## config.mk

```make
export PLATFORM = sky130hd
export DESIGN_NAME = axi_bus_wr_mem_slave
export DESIGN_NICKNAME = d
export VERILOG_FILES = /design/src/rtl/axi_bus_wr_mem_slave.sv
export SDC_FILE = /design/constraint.sdc
export NUM_CORES = 1
export LEC_CHECK = 0
export ABC_AREA = 1
export BUFFER_PORTS_ARGS = -buffer_cell sky130_fd_sc_hd__buf_2
export CORE_MARGIN = 2
export CORE_UTILIZATION = 31
export DETAILED_ROUTE_END_ITERATION = 16
export PLACE_DENSITY = 0.57
export SLEW_MARGIN = 20
export SYNTH_ARGS = -nofsm -noshare
export SYNTH_HDL_FRONTEND = slang
export SYNTH_SLANG_ARGS = --single-unit
```

## constraint.sdc

```tcl
create_clock -name B_CLK -period 1.65 [get_ports B_CLK]
set_input_delay 0.0825 -clock B_CLK [delete_from_list [all_inputs] [get_ports B_CLK]]
set_output_delay 0.0825 -clock B_CLK [all_outputs]
set_load 0.05 [all_outputs]
```

## src/rtl/axi_bus_wr_mem_slave.sv

```systemverilog
// AXI write-channel slave that streams accepted W beats straight onto a simple
// memory write port, one outstanding burst at a time (IDLE -> DATA -> RESP).
module axi_bus_wr_mem_slave #(
  parameter int ID_WIDTH = 2,
  parameter int MEM_AW   = 16
) (
  input  logic                B_CLK,
  input  logic                BUS_RSTN_SYNC,
  // AW channel
  input  logic [ID_WIDTH-1:0] WR_ADDR_ID,
  input  logic [31:0]         WR_ADDR,
  input  logic [7:0]          WR_ADDR_LEN,
  input  logic [1:0]          WR_ADDR_BURST,
  input  logic                WR_ADDR_VALID,
  output logic                WR_ADDR_READY,
  // W channel
  input  logic [31:0]         WR_DATA,
  input  logic [3:0]          WR_STRB,
  input  logic                WR_DATA_LAST,
  input  logic                WR_DATA_VALID,
  output logic                WR_DATA_READY,
  // B channel
  output logic [ID_WIDTH-1:0] WR_BACK_ID,
  output logic [1:0]          WR_BACK_RESP,
  output logic                WR_BACK_VALID,
  input  logic                WR_BACK_READY,
  // memory write port
  output logic                MEM_WR_EN,
  output logic [MEM_AW-1:0]   MEM_ADDR,
  output logic [31:0]         MEM_WDATA,
  output logic [3:0]          MEM_STRB,
  input  logic                MEM_READY,
  // current FSM state, for observation only
  output logic [1:0]          dbg_state_o
);

  // Handshakes: a transfer happens on the rising B_CLK edge where VALID and
  // READY are both high; VALID never waits on READY, payload holds while VALID.
  typedef enum logic [1:0] {
    S_IDLE = 2'd0,
    S_DATA = 2'd1,
    S_RESP = 2'd2
  } state_t;

  state_t              state_q, state_d;
  logic                aw_rdy_q, aw_rdy_d;
  logic [ID_WIDTH-1:0] id_q, id_d;
  logic [31:0]         addr_q, addr_d;
  logic [7:0]          len_q, len_d;
  logic [1:0]          burst_q, burst_d;
  logic [7:0]          cnt_q, cnt_d;
  logic                err_q, err_d;
  logic                over_q, over_d;

  logic                aw_hs;
  logic                w_hs;
  logic                wrap_len_ok;
  logic                aw_wrap_len_ok;
  logic [31:0]         incr_addr;
  logic [31:0]         wrap_mask;
  logic [31:0]         next_addr;

  assign aw_hs          = WR_ADDR_VALID & aw_rdy_q;
  assign w_hs           = WR_DATA_VALID & WR_DATA_READY;
  assign wrap_len_ok    = (len_q == 8'd1) | (len_q == 8'd3) | (len_q == 8'd7) | (len_q == 8'd15);
  assign aw_wrap_len_ok = (WR_ADDR_LEN == 8'd1) | (WR_ADDR_LEN == 8'd3) |
                          (WR_ADDR_LEN == 8'd7) | (WR_ADDR_LEN == 8'd15);
  assign incr_addr      = addr_q + 32'd4;
  // Window size minus one is LEN*4+3 for the legal wrap lengths.
  assign wrap_mask      = {22'd0, len_q, 2'b11};

  always_comb begin
    next_addr = incr_addr;
    case (burst_q)
      2'b00:   next_addr = addr_q;
      2'b10:   if (wrap_len_ok) next_addr = (addr_q & ~wrap_mask) | (incr_addr & wrap_mask);
      default: next_addr = incr_addr;
    endcase
  end

  always_comb begin
    state_d       = state_q;
    id_d          = id_q;
    addr_d        = addr_q;
    len_d         = len_q;
    burst_d       = burst_q;
    cnt_d         = cnt_q;
    err_d         = err_q;
    over_d        = over_q;
    WR_DATA_READY = 1'b0;
    MEM_WR_EN     = 1'b0;
    WR_BACK_VALID = 1'b0;
    WR_BACK_ID    = '0;
    WR_BACK_RESP  = 2'b00;
    case (state_q)
      S_IDLE: begin
        if (aw_hs) begin
          id_d    = WR_ADDR_ID;
          addr_d  = WR_ADDR;
          len_d   = WR_ADDR_LEN;
          burst_d = WR_ADDR_BURST;
          cnt_d   = 8'd0;
          over_d  = 1'b0;
          // Reserved burst or illegal wrap length is known up front.
          err_d   = (WR_ADDR_BURST == 2'b11) |
                    ((WR_ADDR_BURST == 2'b10) & ~aw_wrap_len_ok);
          state_d = S_DATA;
        end
      end
      S_DATA: begin
        // Overrun beats are drained without waiting on the memory.
        WR_DATA_READY = over_q | MEM_READY;
        if (w_hs) begin
          MEM_WR_EN = ~over_q;
          cnt_d     = cnt_q + 8'd1;
          addr_d    = next_addr;
          if (WR_DATA_LAST) begin
            if (!over_q && (cnt_q != len_q)) err_d = 1'b1;
            state_d = S_RESP;
          end else if (!over_q && (cnt_q == len_q)) begin
            err_d  = 1'b1;
            over_d = 1'b1;
          end
        end
      end
      S_RESP: begin
        WR_BACK_VALID = 1'b1;
        WR_BACK_ID    = id_q;
        WR_BACK_RESP  = err_q ? 2'b10 : 2'b00;
        if (WR_BACK_READY) state_d = S_IDLE;
      end
      default: state_d = S_IDLE;
    endcase
    aw_rdy_d = (state_d == S_IDLE);
  end

  always_ff @(posedge B_CLK or negedge BUS_RSTN_SYNC) begin
    if (!BUS_RSTN_SYNC) begin
      state_q  <= S_IDLE;
      aw_rdy_q <= 1'b0;
      id_q     <= '0;
      addr_q   <= 32'd0;
      len_q    <= 8'd0;
      burst_q  <= 2'b00;
      cnt_q    <= 8'd0;
      err_q    <= 1'b0;
      over_q   <= 1'b0;
    end else begin
      state_q  <= state_d;
      aw_rdy_q <= aw_rdy_d;
      id_q     <= id_d;
      addr_q   <= addr_d;
      len_q    <= len_d;
      burst_q  <= burst_d;
      cnt_q    <= cnt_d;
      err_q    <= err_d;
      over_q   <= over_d;
    end
  end

  assign WR_ADDR_READY = aw_rdy_q;
  assign MEM_ADDR      = {addr_q[MEM_AW-1:2], 2'b00};
  assign MEM_WDATA     = MEM_WR_EN ? WR_DATA : 32'd0;
  assign MEM_STRB      = MEM_WR_EN ? WR_STRB : 4'd0;
  assign dbg_state_o   = state_q;

endmodule
```

# Word level (Yosys, flattened, before mapping)
# Index checks and enable logic that the tools add are counted.
# classes
n_addsub,2
eq_ne,22
muxes,32
bitwise,17
reduce_logical,12
# ops
operator,n
two-way mux 32 bit,4
case mux 32 bit (2 select lines),2
"adder 32 x 3 -> 32 bit, second input constant",1
AND 32 x 10 -> 32 bit,1
AND 32 bit,1
inverter 10 -> 32 bit,1
OR 32 bit,1
"equality test 8 x 1 -> 1 bit, second input constant",2
"equality test 8 x 2 -> 1 bit, second input constant",2
"equality test 8 x 3 -> 1 bit, second input constant",2
"equality test 8 x 4 -> 1 bit, second input constant",2
two-way mux 8 bit,2
case mux 8 bit (2 select lines),1
two-way mux 2 bit,7
two-way mux 1 bit,12
"inequality test 2 bit, second input constant",5
AND reduction 5 bit,2
"adder 8 x 1 -> 8 bit, second input constant",1
"equality test 2 bit, second input constant",4
equality test 8 bit,1
inequality test 8 bit,1
OR 1 bit,8
zero test 2 bit,3
"inequality test 3 bit, second input constant",2
12 further kinds,17
# totals
register_bits,57
inputBits,87
out_inout_bits,62
elab_cells,94

# Logic depth before layout (Yosys ltp)
# Gate-level depths: netlist of run 1.
# logic_depth
word_depth,9
ltp_mapped,11
depth_no_buf,11

# Worst setup path before layout of run 1
# No wires, ideal clock.
# synth_path
path_type,register -> output
start,"reg state_q[1], in the netlist dbg_state_o[1]"
end,out MEM_STRB[0]
t_arrival_ps,3057
required_time_ps,1567
path_slack_ps,-1489
stages_incl_launch_ff,9
n_path_buf,1
cell_sequence,dfrtp_1 -> inv_1 -> nand2_2 -> nor2_4 -> nand2_4 -> nor2_1 -> inv_2 -> buf_2 -> nor2_1
# synth_between
elab_chain_cells,6
# synth_rtl
element,line,rtl
start: declaration,45,"state_t state_q, state_d;"
start signal: assignment,149,state_q <= state_d;
equality test 2 x 1 -> 1 bit,95,case (state_q)
two-way mux 1 bit,95,
named net WR_DATA_READY,21,"output logic WR_DATA_READY,"
AND 1 bit,64,assign w_hs = WR_DATA_VALID & WR_DATA_READY;
two-way mux 1 bit,113,if (w_hs) begin
two-way mux 1 bit,95,
named net MEM_WR_EN,28,"output logic MEM_WR_EN,"
two-way mux 4 bit,164,assign MEM_STRB = MEM_WR_EN ? WR_STRB : 4'd0;
end: declaration,31,"output logic [3:0] MEM_STRB,"
# The timed path passes the listed nets, and every way through them passes these cells.

# Worst setup path after layout of run 1
# layout_path
start,"reg state_q[1], in the netlist dbg_state_o[1]"
end,out MEM_WDATA[22]
# layout_between
elab_chain_cells,6
# layout_rtl
element,line,rtl
equality test 2 x 1 -> 1 bit (*),95,
two-way mux 1 bit,95,
AND 1 bit,64,
two-way mux 1 bit,113,
two-way mux 1 bit (*),95,
two-way mux 32 bit (*),163,assign MEM_WDATA = MEM_WR_EN ? WR_DATA : 32'd0;
end: declaration,30,"output logic [31:0] MEM_WDATA,"
# Every way passes the cells marked *; elsewhere a longest branch is shown, timed or not.

==> results of run 1 <==
[worst paths after layout]
path                       slack (ns)            end      startpoint  cells after the start
max                             -0.15  MEM_WDATA[22]  dbg_state_o[1]                      9
min                              0.02       len_q[0]  WR_ADDR_LEN[0]                      3
max reg2reg                     -0.03     addr_q[12]  dbg_state_o[1]                     12
min reg2reg                      0.48          err_q           err_q                      2
max in group asynchronous        0.89     addr_q[12]   BUS_RSTN_SYNC                      3
min in group asynchronous        0.27       cnt_q[0]   BUS_RSTN_SYNC                      2
[kinds of logic (layout without fill, tap and decap cells)]
logic type	after synthesis	in the layout
compound gates	47	47
mux	2	2
xor+xnor	12	12
buf+inv	88	258
other cells	1	3
flops	39	39
fa+ha+maj	2	2
simple gates	209	209
[Yosys cell counts (all sizes together)]
library cell    n
xnor2           6
conb            1
xor2            6
buf            10
ha              2
nand3          12
and3            1
dfrtp          39
clkbuf          2
clkinv          1
or2             2
mux2i           1
a31oi           1
o32ai           1
nand4           6
mux2            1
a31o            1
inv            75
a21oi          13
a32o            1
nand2         112
o21bai          2
o21ai          28
nor2           67
nor3            9
[per-stage QoR]
step	power, mW	setup slack (ns)	utilization	hold WS, ns
detailed placement	5.73	-0.0548	0.472	0.0825
global placement	5.66	-0.0107	0.472	0.0818
CTS	6.95	-0.114	0.540	0.0145
finish	7.21	-0.154	0.567	0.0229
floorplan	4.62	-0.563	-	-0.213
global route	7.75	-0.244	0.567	0.0326
[worst max-delay path, stage by stage, from the launching register on]
cell and delay, ns:
dfrtp_2 0.42, inv_2 0.08, nand2_4 0.06, nor2_4 0.11
nand2_4 0.06, nor2_4 0.15, buf_12 0.18, clkinv_16 0.08
nor2_4 0.12, buf_8 0.15
[area by class of cell]
| type | count | share of cell area |
|---|---|---|
| clock buffer | 6 | 0.0177 |
| multi-input combinational | 275 | 0.363 |
| sequential | 39 | 0.210 |
| tap | 105 | 0.0282 |
| timing repair inverter | 5 | 0.0166 |
| clock inverter | 2 | 0.00751 |
| inverter | 76 | 0.0663 |
| timing repair buffer | 169 | 0.291 |
[metal layers]
layer / vias up / wire length, um / global-route usage
li1: 1549 / - / -
met1: 1418 / 3520 / 0.212
met2: 111 / 4600 / 0.337
met3: 4 / 669 / 0.0337
met4: 0 / 55 / 0.0393
met5: - / 0 / 0
[report_power, final]
| group | internal [mW] | switching (mW) | leakage, nW | total (mW) |
|---|---|---|---|---|
| combinational | 1.70 | 2.89 | 1.86 | 4.59 |
| sequential | 1.34 | 0.421 | 0.490 | 1.76 |
| clock | 0.490 | 0.368 | 0.0612 | 0.858 |
[timing repair]
action | CTS | global route
gates cloned | 2 | 3
setup endpoints to repair | 37 | 60
buffers inserted | 8 | 6
resized for setup | 96 | 39
hold endpoints to repair | 23 | 0
hold buffers | 5 | 0
pin swaps | 4 | 10
==> impl_results.md, run 1 <==
* Status: finished, violations left
* Failing checks: negative setup slack
* Share of cells above drive strength 1 at 0.449
* Critical Path Source Type: register
* Via density at 4.55
* Cell Area, Synth at between 2000 and 3000 um2
* Clock transition at path regs at approximately 0.09 ns
* Seq. cell area at slightly below 1000 um2
* Placed cell area at 3880 um2
* Final worst path period share at 1.09
* Final ANT Viol Nets at 0
* Die X at about 96 um
* TritonCTS buffer count at 5
* Global route overflow at 0
* Via Count at between 3k and 4k
* Largest net degree at the start of global routing at 21
* Final setup TNS at -4.30 ns
* Post-placement cell count at 647
* Antenna violations before repair at 0
* Synth Area in Simple Gates at 0.332
* Synth Area in XOR/XNOR at 0.0398
* Final Setup Violations at 42
* Initial core utilization at 0.321
* Post-synth top area cell: dfrtp_1
* Area growth from synthesis to layout at 76.6%
* Filler Cell Count at between 700 and 800
* WP data required at around 1.6 ns
* Average size of a mapped cell at between 6 and 7 um2
* Ports at 149
* Pwr Density at 1550 nW/um2
* Final min period at around 1.8 ns
* Compound-Gate Fraction of Synth Area at 0.103
* Core Area at 8220 um2
* Multiplexer share of the synthesized area at 0.00806
* Slew Viols, Final at 0
* Clock Tree Buf Depth at 2
* Site Rows at 33
* Commonest non-fill, non-tap cell in the layout: nand2_1
* Post-synth cell types at 35
* Post-synthesis cell count at 400
* Largest family of logic cells by synthesized area: simple AND/OR/NAND/NOR gates
* Post-DP HPWL at between 6000 and 7000 um
* Final instance area at 4660 um2
* Clock sink count at 39
* Worst EP arrival at ~1.7 ns
* Final Net Count at between 600 and 700
* Post-synthesis adder-cell area fraction at 0.00948
* Worst setup margin at -0.154 ns
* Routed length per instance at ~13 um
* Commonest cells after routing, fill and taps aside: nand2_1, buf_2, inv_1
* Number of H-tree levels at 2
* Kind of end point of the critical path: output port
* Peak Freq at about 0.55 GHz
* Antenna diode count at 0
* Top cells by area, synth: dfrtp_1, nand2_1, inv_1, nor2_1, o21ai_0
* RSZ-0062 raised after global routing: true
* Worst-path maximum fanout at 5
* Vias in the first global route at 2,750
* Worst Skew at roughly 0.013 ns
* Post-Route WL at just under 9000 um
* Fin cells at roughly 680
* Pre-antenna DRT Iters at 5
* Clk root buf: clkbuf_8
* Number of max-cap violations at 0
* CTS tree: built
* Seq/Total Area, Yosys at 0.370
* Yosys top cell area share at 0.370
* Area of the multi-input gates at between 1500 and 2000 um2
* Number of buffers added on ports at roughly 130
* GRT Total Usage at 0.181
* LEAKAGE at between 2 and 2.5 nW
* Gpl congestion at 0.768
* Hold violation count in the final report at 0
* DIE AREA at 9270 um2
* Clock latency on the worst-skew pair at roughly 0.30 ns
* Synth Warn # at 0
* FF+latch count, synth at 39
* DRC Markers at 0
* Hold crit path type: in2reg
* First-pass GRT wire length at 13,000 um
* Initial drt markers at 87
* Chip height at between 90 and 100 um
* Peak supply drop at roughly 0.54 mV
* Worst Path Class, Setup: reg2out
(Power assumes the default switching activity.)
==> run 2: changes to the inputs <==
- SKIP_LAST_GASP: unset -> 1
==> run 2 against run 1 <==
The flow still finishes with violations (negative setup slack). Flip-flop and latch count stayed put. Register-to-register slack lost 0.03 ns. Via count shrank 1.1%. Final cell count decreased by 0.59%. Combinational power shrank 0.9%. Critical path type unchanged.
==> impl_results.md, run 2 (synthesized netlist as in run 1, its figures left out) <==
* Status: finished, violations left (unchanged)
* Failing checks: negative setup slack (unchanged)
* Ports at 149 (unchanged)
* Internal at 3.52 mW (was 3.53 mW)
* Global route overflow at 0 (unchanged)
* TritonCTS buffer count at 5 (unchanged)
* Pwr Density at 1560 nW/um2 (was 1550 nW/um2)
* Slew Viols, Final at 0 (unchanged)
* Number of buffers added on ports at 127 (unchanged)
* Worst-path maximum fanout at 9 (was 5)
* Via Count at 3,047 (was 3,082)
* Pre-antenna DRT Iters at 4 (was 5)
* Post-Route WL at 8770 um (was 8850 um)
* Worst hold path depth at 3 (unchanged)
* Sw Share at 0.510 (about the same)
* Register share of total power at 0.246 (was 0.245)
* Chip height at 96.3 um (unchanged)
* Worst Path Class, Setup: reg2out (unchanged)
* Clock transition at path regs at 0.09 ns (about the same)
* Placed cell area at 3880 um2 (unchanged)
* Final min period at 1.79 ns (was 1.80 ns)
* Most Used Layer, Global Route: met2 (unchanged)
* Final Setup Violations at 46 (was 42)
* P_sw at 3.66 mW (was 3.68 mW)
* Post-placement cell count at 647 (unchanged)
* Filler Cell Count at 771 (was 759)
* Met2 GRT Util at 0.333 (was 0.337)
* Hold crit path type: in2reg (unchanged)
* Peak supply drop at 0.538 mV (about the same)
* Met1 usage at 0.212 (unchanged)
* Final worst path period share at 1.08 (was 1.09)
* DIE AREA at 9270 um2 (unchanged)
* Final setup TNS at -4.03 ns (was -4.30 ns)
* Peak Freq at 0.559 GHz (was 0.554 GHz)
* Final ANT Viol Nets at 0 (unchanged)
* GRT Total Usage at 0.179 (was 0.181)
* Worst setup margin at -0.139 ns (was -0.154 ns)
* Clock Tree Buf Depth at 2 (unchanged)
* CTS tree: built (unchanged)
* Via density at 4.53 (was 4.55)
* Critical Path Source Type: register (unchanged)
* Number of max-cap violations at 0 (unchanged)
* Post-DP HPWL at 6300 um (unchanged)
* Final instance area at 4620 um2 (was 4660 um2)
* Final Net Count at 656 (was 660)
* WP data required at 1.57 ns (about the same)
* Antenna diode count at 0 (unchanged)
* Fin cells at 673 (was 677)
* Number of H-tree levels at 2 (unchanged)
* Worst reg2reg path depth at 12 (unchanged)
* Clock latency on the worst-skew pair at 0.30 ns (about the same)
* First-pass GRT wire length at 12,900 um (was 13,000 um)
* Commonest cells after routing, fill and taps aside: nand2_1, buf_2, inv_1 (unchanged)
* Kind of end point of the critical path: output port (unchanged)
* Clock sink count at 39 (unchanged)
* Commonest non-fill, non-tap cell in the layout: nand2_1 (unchanged)
* Gpl congestion at 0.768 (unchanged)
* Worst EP arrival at 1.71 ns (was 1.72 ns)
* Share of cells above drive strength 1 at 0.449 (about the same)
* Clock power frac at 0.120 (was 0.119)
* Antenna violations before repair at 0 (unchanged)
* Core Area at 8220 um2 (unchanged)
* Hold violation count in the final report at 0 (unchanged)
* M3 GR Usage at 0.0337 (unchanged)
* Initial drt markers at 77 (was 87)
* Largest net degree at the start of global routing at 21 (unchanged)
* RSZ-0062 raised after global routing: true (unchanged)
* Final Util at 0.562 (was 0.567)
* Initial core utilization at 0.321 (unchanged)
* Site Rows at 33 (unchanged)
* Area growth from synthesis to layout at 74.9% (was 76.6%)
* Routed length per instance at 13.0 um (was 13.1 um)
* Die X at 96.3 um (unchanged)
* Clk root buf: clkbuf_8 (unchanged)
* Comb pwr share at 0.634 (was 0.636)
* DRC Markers at 0 (unchanged)
* Worst Skew at 0.0131 ns (was 0.0130 ns)
* LEAKAGE at 2.39 nW (was 2.41 nW)
* Vias in the first global route at 2,750 (unchanged)
run 2: changes by cell type in the layout (fill, tap and decap cells not counted), sizes merged:
cell    previous run  this run
buf              164       162
clkbuf             6         7
clkinv             4         1
run 2: critical path: stages, from the launching register on:
cell	delay, ns
dfrtp_2	0.42
inv_2	0.08
nand2_4	0.06
nor2_4	0.11
nand2_4	0.06
nor2_4	0.15
buf_12	0.18
inv_16	0.06
nor2_4	0.13
buf_8	0.15
run 2: worst paths after layout:
path / from / endpoint / slack [ns]
max in group asynchronous: BUS_RSTN_SYNC / addr_q[12] / 0.89
setup / recovery: dbg_state_o[1] / MEM_WDATA[0] / -0.14
hold / removal: WR_ADDR_LEN[0] / len_q[0] / 0.02
setup reg to reg: dbg_state_o[1] / register / -0.06
hold reg to reg: err_q / err_q / 0.48
min in group asynchronous: BUS_RSTN_SYNC / cnt_q[0] / 0.27
run 2: what timing repair did:
action / CTS / global route
hold endpoints to repair: 23 / 0
hold buffers: 5 / 0
pin swaps: 4 / 10
resized for setup: 92 / 46
gates cloned: 2 / 0
setup buffers: 8 / 4
setup endpoints to repair: 37 / 60
run 2: area by class of cell:
cell class,count,area (um2),share of cell area
Sequential cell,39,978,0.212
Timing Repair inverter,2,40.0,0.00867
Timing Repair Buffer,168,1350,0.293
Inverter,76,309,0.0669
Clock inverter,2,35.0,0.00759
Multi-Input combinational cell,275,1690,0.366
Clock buffer,6,82.6,0.0179
Tap cell,105,131,0.0285
run 2: layer usage:
metal | routed length [um] | share of wire
met1 | 3480 | 0.40
met2 | 4570 | 0.52
met3 | 644 | 0.073
met4 | 67 | 0.0076
met5 | 0 | 0
run 2: power by group through the flow:
stage	Clock [mW]	Sequential, mW	Combinational, mW
2_1_floorplan	0	2.33	2.28
3_3_place_gp	0	1.76	3.90
3_5_place_dp	0	1.77	3.96
4_1_cts	0.877	1.75	4.31
5_1_grt	0.922	1.83	4.97
6_report	0.860	1.77	4.55
run 2: per-stage QoR:
stage	power [mW]	worst slack (ns)	hold slack [ns]
floorplan	4.62	-0.563	-0.213
global placement	5.66	-0.0107	0.0818
detailed placement	5.73	-0.0548	0.0825
CTS	6.94	-0.114	0.0145
global route	7.72	-0.233	0.0326
finish	7.18	-0.139	0.0193
==> run 3: changes to the inputs <==
- ABC_CLOCK_PERIOD_IN_PS: unset -> 1650
- CORE_MARGIN: 2 -> unset
==> run 3 against run 2 <==
The flow still finishes with violations (negative setup slack). Final area fell by 0.60%. Wire length down 5.2%. Register-to-register slack better by 0.04 ns. Clock power down 21%. Sequential power decreased by 3%. Largest power group unchanged.
==> impl_results.md, run 3 (synthesized netlist as in run 1, its figures left out) <==
* Status: finished, violations left (unchanged)
* Failing checks: negative setup slack (unchanged)
* RSZ-0062 raised after global routing: true (unchanged)
* Post-Route WL at 8320 um (was 8770 um)
* Clock latency on the worst-skew pair at 0.29 ns (was 0.30 ns)
* Initial core utilization at 0.321 (unchanged)
* Number of max-cap violations at 0 (unchanged)
* Hold Crit Start: WR_ADDR_ID[1] (was WR_ADDR_LEN[0])
* Final Net Count at 660 (was 656)
* Commonest cells after routing, fill and taps aside: nand2_1, buf_2, inv_1 (unchanged)
* Final Setup Violations at 41 (was 46)
* CTS tree: built (unchanged)
* Chip height at 94.3 um (was 96.3 um)
* Worst reg2reg path depth at 12 (unchanged)
* Final hold slack at 0.00195 ns (was 0.0193 ns)
* P_sw at 3.60 mW (was 3.66 mW)
* Post-DP HPWL at 6260 um (was 6300 um)
* Routed length per instance at 12.3 um (was 13.0 um)
* Antenna violations before repair at 0 (unchanged)
* Filler Cell Count at 746 (was 771)
* Worst Path Class, Setup: reg2out (unchanged)
* Global route overflow at 0 (unchanged)
* CP top delay family: buffers and inverters (was simple AND/OR/NAND/NOR gates)
* Bufs and invs on worst path at 4 (unchanged)
* Clk root buf: clkbuf_8 (unchanged)
* WP depth at 9 (unchanged)
* Worst hold path endpoint: id_q[1] (was len_q[0])
* Kind of end point of the critical path: output port (unchanged)
* Worst-path maximum fanout at 8 (was 9)
* Worst EP arrival at 1.66 ns (was 1.71 ns)
* Peak Freq at 0.573 GHz (was 0.559 GHz)
* Antenna diode count at 0 (unchanged)
* Via Count at 3,012 (was 3,047)
* R2R Setup Slk at -0.02 ns (was -0.06 ns)
* CP max stage delay at 0.41 ns (was 0.42 ns)
* Hold crit path type: in2reg (unchanged)
* Gpl congestion at 0.789 (was 0.768)
* Via density at 4.45 (was 4.53)
* Number of buffers added on ports at 127 (unchanged)
* Die X at 94.3 um (was 96.3 um)
* Core Area at 8220 um2 (unchanged)
* Peak supply drop at 0.513 mV (was 0.538 mV)
* DRC Markers at 0 (unchanged)
* Clock power frac at 0.097 (was 0.120)
* Share of cells above drive strength 1 at 0.453 (was 0.449)
* Worst R2R Start: dbg_state_o[1] (unchanged)
* DIE AREA at 8890 um2 (was 9270 um2)
* Pwr Density at 1530 nW/um2 (was 1560 nW/um2)
* Number of H-tree levels at 2 (unchanged)
* Worst path cell trace: inv_2 > nand2_4 > nor2_4 > nand2_4 > nor2_4 > inv_6 > buf_16 > nor2_4 > buf_6 (was inv_2 > nand2_4 > nor2_4 > nand2_4 > nor2_4 > buf_12 > inv_16 > nor2_4 > buf_8)
* Ports at 149 (unchanged)
* Commonest non-fill, non-tap cell in the layout: nand2_1 (unchanged)
* Site Rows at 33 (unchanged)
* Final ANT Viol Nets at 0 (unchanged)
* Clock transition at path regs at 0.08 ns (was 0.09 ns)
* Worst setup margin at -0.0947 ns (was -0.139 ns)
* Worst hold path depth at 3 (unchanged)
* GRT Total Usage at 0.186 (was 0.179)
* Register share of total power at 0.244 (was 0.246)
* R2R Path End: addr_q[15]
* Internal at 3.43 mW (was 3.52 mW)
* Placed cell area at 3970 um2 (was 3880 um2)
* Comb pwr share at 0.659 (was 0.634)
* Worst Skew at 0.00744 ns (was 0.0131 ns)
* Largest net degree at the start of global routing at 24 (was 21)
* Hold violation count in the final report at 0 (unchanged)
* Clock sink count at 39 (unchanged)
* Initial drt markers at 127 (was 77)
* Slew Viols, Final at 0 (unchanged)
* WP data required at 1.57 ns (about the same)
* Sw Share at 0.512 (was 0.510)
* Vias in the first global route at 2,820 (was 2,750)
* TritonCTS buffer count at 5 (unchanged)
* Clock Tree Buf Depth at 2 (unchanged)
* First-pass GRT wire length at 13,000 um (was 12,900 um)
* LEAKAGE at 2.40 nW (was 2.39 nW)
* CP max stage cell: dfrtp_2 (unchanged)
* Critical Path Source Type: register (unchanged)
* Final worst path period share at 1.06 (was 1.08)
* Pre-antenna DRT Iters at 4 (unchanged)
* Area growth from synthesis to layout at 73.8% (was 74.9%)
* Final min period at 1.74 ns (was 1.79 ns)
* Final instance area at 4590 um2 (was 4620 um2)
* Most used cell, CP: nor2_4 (unchanged)
## run 3: cell types whose count changed in the layout (fill, tap and decap cells not counted), moves of 3 or more
cell,before,now
buf_4,26,31
buf_6,26,29
inv_16,3,0
buf_2,87,91
buf_8,18,13
## run 3: worst max-delay path by stage
stage	start	end
floorplan	dbg_state_o[1]	MEM_STRB[0]
global placement	dbg_state_o[1]	MEM_STRB[0]
detailed placement	dbg_state_o[1]	MEM_WDATA[13]
CTS	dbg_state_o[1]	MEM_WDATA[19]
global route	dbg_state_o[1]	MEM_WDATA[10]
finish	dbg_state_o[1]	MEM_STRB[1]
## run 3: per-stage QoR
step           std cells  TNS [ns]   util  worst slack (ns)  power [mW]
3_3_place_gp         656         0  0.483            0.0425        5.80
4_1_cts              674     -2.81  0.540           -0.0884        6.84
2_1_floorplan        402    -25.85      -            -0.563        4.62
5_1_grt              677     -6.35  0.559            -0.174        7.56
6_report             677     -2.84  0.559           -0.0947        7.03
3_5_place_dp         656         0  0.483            0.0260        5.85
## run 3: routing by layer
metal  global-route usage  wire length [um]
met5                    0                 0
met4               0.0603               129
met3               0.0283               504
met2                0.338              4130
met1                0.222              3550
## run 3: power groups by stage
stage | registers, mW | clock network, mW | logic (mW)
6_report | 1.71 | 0.683 | 4.63
5_1_grt | 1.77 | 0.745 | 5.04
4_1_cts | 1.71 | 0.709 | 4.42
3_5_place_dp | 1.73 | 0 | 4.12
3_3_place_gp | 1.72 | 0 | 4.08
2_1_floorplan | 2.33 | 0 | 2.28
## run 3: area by class of cell
| type | instances | area (um2) | area share |
|---|---|---|---|
| clock buffers | 7 | 86.3 | 0.0188 |
| clock inverters | 1 | 5.00 | 0.00109 |
| inverters | 76 | 304 | 0.0662 |
| multi-input cells | 275 | 1690 | 0.368 |
| flip-flops and latches | 39 | 980 | 0.213 |
| well taps | 105 | 131 | 0.0286 |
| repair buffers | 174 | 1400 | 0.304 |
## run 3: what timing repair did
| action | 4_1_cts | 5_1_grt |
|---|---|---|
| endpoints found under the setup margin | 37 | 60 |
| hold buffers | 3 | 0 |
| endpoints found under the hold margin | 18 | 0 |
| resized for setup | 80 | 34 |
| buffers inserted | 5 | 3 |
| gates cloned | 2 | 0 |
| pin swaps | 6 | 2 |
## run 3: worst min-delay path: cells and delay by family
family          cells  cell delay [ns]
compound gates      1             0.06
buf+inv             1             0.08
simple gates        1             0.04
